[config.mk]
export PLATFORM = sky130hd
export DESIGN_NAME = kyber_ntt_ctrl
export DESIGN_NICKNAME = d
export VERILOG_FILES = /design/src/rtl/kyber_ntt_ctrl.sv
export SDC_FILE = /design/constraint.sdc
export NUM_CORES = 1
export LEC_CHECK = 0
export ABC_CLOCK_PERIOD_IN_PS = 11900
export CELL_PAD_IN_SITES_DETAIL_PLACEMENT = 1
export CELL_PAD_IN_SITES_GLOBAL_PLACEMENT = 1
export CORE_UTILIZATION = 30
export CTS_CLUSTER_SIZE = 8
export DETAILED_ROUTE_END_ITERATION = 7
export PLACE_DENSITY = 0.84
export SLEW_MARGIN = 20
export SYNTH_ARGS = -nofsm -noshare
export SYNTH_HDL_FRONTEND = slang
export SYNTH_SLANG_ARGS = --single-unit
[constraint.sdc]
create_clock -name clk -period 11.9 [get_ports clk]
set_input_delay 2.38 -clock clk [delete_from_list [all_inputs] [get_ports clk]]
set_output_delay 2.38 -clock clk [all_outputs]
set_load 0.02 [all_outputs]
[src/rtl/kyber_ntt_ctrl.sv]
// Sequencer for an in-place 256-point Kyber NTT / inverse NTT driving one CT/GS butterfly
// of latency LAT: read/twiddle addressing, layer sequencing and aligned write-back.
module kyber_ntt_ctrl #(
   parameter int LAT = 4
) (
   input  logic        clk,
   input  logic        rst,
   input  logic        start,
   input  logic        inv,
   output logic        busy,
   output logic        done,
   output logic [7:0]  raddr0,
   output logic [7:0]  raddr1,
   input  logic [11:0] rdata0,
   input  logic [11:0] rdata1,
   output logic [6:0]  zaddr,
   input  logic [11:0] zdata,
   output logic        bf_ct,
   output logic        bf_pwm,
   output logic [11:0] bf_a,
   output logic [11:0] bf_b,
   output logic [11:0] bf_w,
   input  logic [11:0] bf_e,
   input  logic [11:0] bf_o,
   output logic        we,
   output logic [7:0]  waddr0,
   output logic [7:0]  waddr1,
   output logic [11:0] wdata0,
   output logic [11:0] wdata1
);
   localparam int DCW = (LAT < 1) ? 1 : $clog2(LAT + 1);

   typedef enum logic [1:0] {S_IDLE, S_RUN, S_DRAIN, S_FIN} state_t;

   state_t         state_q, state_d;
   logic [2:0]     layer_q, layer_d;
   logic [6:0]     t_q, t_d;
   logic           inv_q, inv_d;
   logic [DCW-1:0] dcnt_q, dcnt_d;

   logic           run;
   logic [2:0]     lgm1;
   logic [3:0]     lg;
   logic [7:0]     len8;
   logic [6:0]     grp;
   logic [7:0]     off8;
   logic [7:0]     r0_c;
   logic [7:0]     r1_c;
   logic [6:0]     z_c;

   logic [LAT:0]   vld_p_q;
   logic [7:0]     wa0_p_q [LAT+1];
   logic [7:0]     wa1_p_q [LAT+1];

   always_ff @(posedge clk) begin
      if (rst) begin
         state_q <= S_IDLE;
         layer_q <= '0;
         t_q     <= '0;
         inv_q   <= 1'b0;
         dcnt_q  <= '0;
      end else begin
         state_q <= state_d;
         layer_q <= layer_d;
         t_q     <= t_d;
         inv_q   <= inv_d;
         dcnt_q  <= dcnt_d;
      end
   end

   always_comb begin
      state_d = state_q;
      layer_d = layer_q;
      t_d     = t_q;
      inv_d   = inv_q;
      dcnt_d  = dcnt_q;
      case (state_q)
         S_IDLE: begin
            if (start) begin
               inv_d   = inv;
               layer_d = '0;
               t_d     = '0;
               state_d = S_RUN;
            end
         end
         S_RUN: begin
            t_d = t_q + 7'd1;
            if (t_q == 7'd127) begin
               dcnt_d  = '0;
               state_d = S_DRAIN;
            end
         end
         S_DRAIN: begin
            dcnt_d = dcnt_q + 1'b1;
            // Hold off the next layer until the last write of this one has landed.
            if (dcnt_q == DCW'(LAT)) begin
               if (layer_q < 3'd6) begin
                  layer_d = layer_q + 3'd1;
                  t_d     = '0;
                  state_d = S_RUN;
               end else begin
                  state_d = S_FIN;
               end
            end
         end
         default: state_d = S_IDLE;
      endcase
   end

   assign run  = (state_q == S_RUN);
   assign busy = run || (state_q == S_DRAIN);
   assign done = (state_q == S_FIN);

   // Layer length L = 2^lg with lg in 1..7; everything below is shifts and masks.
   assign lgm1 = inv_q ? layer_q : (3'd6 - layer_q);
   assign lg   = {1'b0, lgm1} + 4'd1;
   assign len8 = 8'd1 << lg;
   assign grp  = t_q >> lg;
   assign off8 = {1'b0, t_q} & (len8 - 8'd1);
   assign r0_c = ({1'b0, grp} << (lg + 4'd1)) | off8;
   assign r1_c = r0_c | len8;
   assign z_c  = inv_q ? ((7'h7F >> lgm1) ^ grp) : ((7'd64 >> lgm1) | grp);

   assign raddr0 = run ? r0_c : 8'd0;
   assign raddr1 = run ? r1_c : 8'd0;
   assign zaddr  = run ? z_c  : 7'd0;

   assign bf_ct  = ~inv_q;
   assign bf_pwm = 1'b0;
   assign bf_a   = rdata0;
   assign bf_b   = rdata1;
   assign bf_w   = zdata;

   // p0..pLAT: issue addresses ride along with the RAM read + butterfly latency
   always_ff @(posedge clk) begin
      if (rst) begin
         vld_p_q <= '0;
      end else begin
         vld_p_q <= {vld_p_q[LAT-1:0], run};
      end
   end

   always_ff @(posedge clk) begin
      wa0_p_q[0] <= r0_c;
      wa1_p_q[0] <= r1_c;
      for (int k = 1; k <= LAT; k++) begin
         wa0_p_q[k] <= wa0_p_q[k-1];
         wa1_p_q[k] <= wa1_p_q[k-1];
      end
   end

   assign we     = vld_p_q[LAT];
   assign waddr0 = we ? wa0_p_q[LAT] : 8'd0;
   assign waddr1 = we ? wa1_p_q[LAT] : 8'd0;
   assign wdata0 = bf_e;
   assign wdata1 = bf_o;

endmodule
==> reports/metrics.cfg <==
[outcome]
status = finished with violations
violations = DRC

[synthesis]
yosysUniqueCellTypes = 62
synthArstFlopShare_pct = 0
synth_warnings = 0
synth_nets = 574
synth_edf_count = 0
netlist_instances = 494
ys.flop_type = dfxtp_1
yosys_register_bits = 101
syn_area_per_cell_um2 = 9.283
yosysSeqAreaShare_pct = 44.09
synthesis.area_mm2 = 0.004586

[min_path]
hold_start = wa0_p_q[0][17]$_DFF_P_
hp-class = reg2reg
min_path_cells = 0
holdPathEnd = wa0_p_q[0][25]$_DFF_P_

[timing]
finalCriticalPeriod_ns = 7.729
hold_viol_final = 0
fmax_mhz = 129.4
max_slew_margin_pct = 31.39
setup_viol = 0
skew_ns = 0.005571
worstMarginPinSlew_ns = 1.028
rsz0062_at_grt = no
slew_violations = 0
setup-tns-final_ns = 0
post-route-period-util_pct = 64.95

[pwr]
swShare_pct = 31.72
p_leak_nw = 1.908
power.density_mw_per_mm2 = 189.7
combPwrFrac_pct = 24.8
internal-power_uw = 650.7
p_seq_share_pct = 44.0
power_frac_clock_pct = 31.1
ir_drop_mv = 0.07865
power_switching_uw = 302.3

[global_route]
grtUsageTotal_pct = 15.50
grt_max_degree = 25
gr-total-overflow = 0
grt_pass1_vias = 3361
grt_antenna_before_repair = 0
grt_pass1_wl_um = 18950

[floorplan]
fp.coreArea_mm2 = 0.01470
std_cell_rows = 44
fp.dieW_um = 125.6
die_y_um = 125.6
die_area_mm2 = 0.01578
boundaryPins = 168
initial_utilization_pct = 31.20

[routing]
drt-pass1-iter-count = 8
num_vias = 3236
wl_um = 12210
vias_per_cell = 4.925
wl_per_cell_um = 18.59
drt-initial-drc-count = 260
ant_nets = 0
drc = 22

[cells_and_area]
drive_above_1_share_pct = 7.188
nFillCells = 1667
antenna_cells = 0
register_area_mm2 = 0.002022
nets = 549
post-route-cell-area_mm2 = 0.005024
area_delta_synth_final_pct = 9.550
multi_input_comb_area_mm2 = 0.001922

[critical_path]
crit_path_end_kind = primary output
start_kind = register
cp_top_family = buffers and inverters
regToRegEndpoint = wa0_p_q[0][6]$_DFF_P_
r2r_setup_slack_ns = 7.48
path_cells = clkinv_1 > ha_1 > mux2i_4 > nand2_1 > nor2_1 > inv_1 > ha_1 > o21ai_0 > o21ai_0 > and3_1 > nand3b_1 > a31oi_1 > clkdlybuf4s50_1
critPathSlowestCell = dfxtp_1
arrival_ns = 5.35
r2r_start = layer_q[0]$_SDFFE_PP0P_
cp_max_fo = 24
max_stage_delay_ns = 1.00
path_buf_inv = 3
cp.required_ns = 9.52
path_class = reg2out
reg2reg_depth = 14

[placement]
gp_congestion = 0.8682
hpwl_um = 9377
dpl_cell_area_mm2 = 0.004717
port_buffers = 46

[clock_network]
cts_resized = 0
worstSkewPairLatency_ns = 0.34
cts_tree = built
htreeDepth = 3
path_clk_slew_ns = 0.07
cts_setup_buffers = 0
cts_hold_buf = 0
max-clock-path-buffers = 2
root_buffer = clkbuf_16
cts_buffers = 9
clock-sinks = 101

[flow_run]
cap_violations = 0

worst max-delay path by stage:
stage | startpoint | end | cells past startpoint
finish | layer_q[0]$_SDFFE_PP0P_ | raddr0[6] | 13
CTS | layer_q[0]$_SDFFE_PP0P_ | raddr0[6] | 15
floorplan | layer_q[0]$_SDFFE_PP0P_ | raddr0[5] | 14
global placement | layer_q[0]$_SDFFE_PP0P_ | raddr0[6] | 13
detailed placement | layer_q[0]$_SDFFE_PP0P_ | raddr0[6] | 15
global route | layer_q[0]$_SDFFE_PP0P_ | raddr0[6] | 15
final cells by class:
type	instances	area share, %
clock buffer	10	4.757
tap	184	4.583
inverter	20	1.494
multi-input combinational	290	38.26
sequential	101	40.25
clock inverter	5	1.345
timing repair buffer	47	9.315
power by group through the flow:
stage	sequential, mW	combinational (mW)	clock, mW
global route	0.425	0.260	0.319
global placement	0.424	0.229	0
floorplan	0.416	0.198	0
finish	0.420	0.236	0.297
CTS	0.421	0.237	0.306
detailed placement	0.429	0.236	0
sequential cells by signal, summed over array words and instances (netlist names):
register	cells
wa1_p_q	40
state_q	2
layer_q	3
dcnt_q	3
t_q	7
vld_p_q	5
inv_q	1
wa0_p_q	40
synthesized netlist by cell type, types with 5 or more instances:
cell / n / area (um2)
and3_1: 8 / 50.05
o21ai_0: 22 / 110.1
nor2b_1: 6 / 37.54
buf_2: 6 / 30.03
clkbuf_1: 11 / 41.29
nand3_1: 15 / 75.07
buf_4: 64 / 480.5
o21a_1: 5 / 37.54
nand2b_1: 7 / 43.79
inv_1: 18 / 67.56
and2_1: 26 / 162.7
nand2_1: 39 / 146.4
mux2i_1: 14 / 140.1
dfxtp_1: 101 / 2022
ha_1: 16 / 200.2
xor2_1: 6 / 52.55
nor2_1: 38 / 142.6
a21oi_1: 23 / 115.1
metrics by stage:
step | power (mW) | worst slack [ns] | util, % | hold slack, ns | std cells
CTS | 0.9642 | 4.191 | 34.18 | 0.3259 | 657
floorplan | 0.6135 | 6.178 | - | 0.3096 | 494
finish | 0.9531 | 4.171 | 34.18 | 0.3258 | 657
detailed placement | 0.6642 | 4.575 | 32.09 | 0.3132 | 642
global route | 1.004 | 3.821 | 34.18 | 0.3332 | 657
global placement | 0.6526 | 4.665 | 32.09 | 0.3107 | 642
placed cells by master (no fill, tap or decap), types with 4 or more instances in the layout:
cell,synthesis,layout
a21oi_1,23,23
a31oi_1,4,4
and2_1,26,26
and3_1,8,8
clkbuf_16,0,9
clkdlybuf4s50_1,0,46
dfxtp_1,101,101
ha_1,16,16
inv_1,18,18
mux2i_1,14,14
nand2_1,39,39
nand2b_1,7,7
nand3_1,15,15
nor2_1,38,38
nor2b_1,6,6
nor3_1,4,4
o211ai_1,4,4
o21a_1,5,5
o21ai_0,22,22
xnor2_1,4,4
xor2_1,6,6
kinds of logic (layout without fill, tap and decap cells):
family,after synthesis,in the layout,share of synthesized area [%]
other,1,1,0.08178
buffers and inverters,103,82,14.00
AOI/OAI and AO/OA,86,86,13.37
DFF,101,101,44.09
xor gates and xnor gates,11,11,2.510
muxes,16,16,3.792
and+or+nand+nor,160,160,17.79
adders and majority gates,16,16,4.366
layer usage:
layer	global-route usage, %	share of wire (%)	routed length (um)
met5	0	0	0
met2	27.88	51	6251
met4	5.165	1.2	152
met1	17.46	41	4987
met3	4.545	6.7	822
Note: power is estimated with default switching activity, not from simulation.
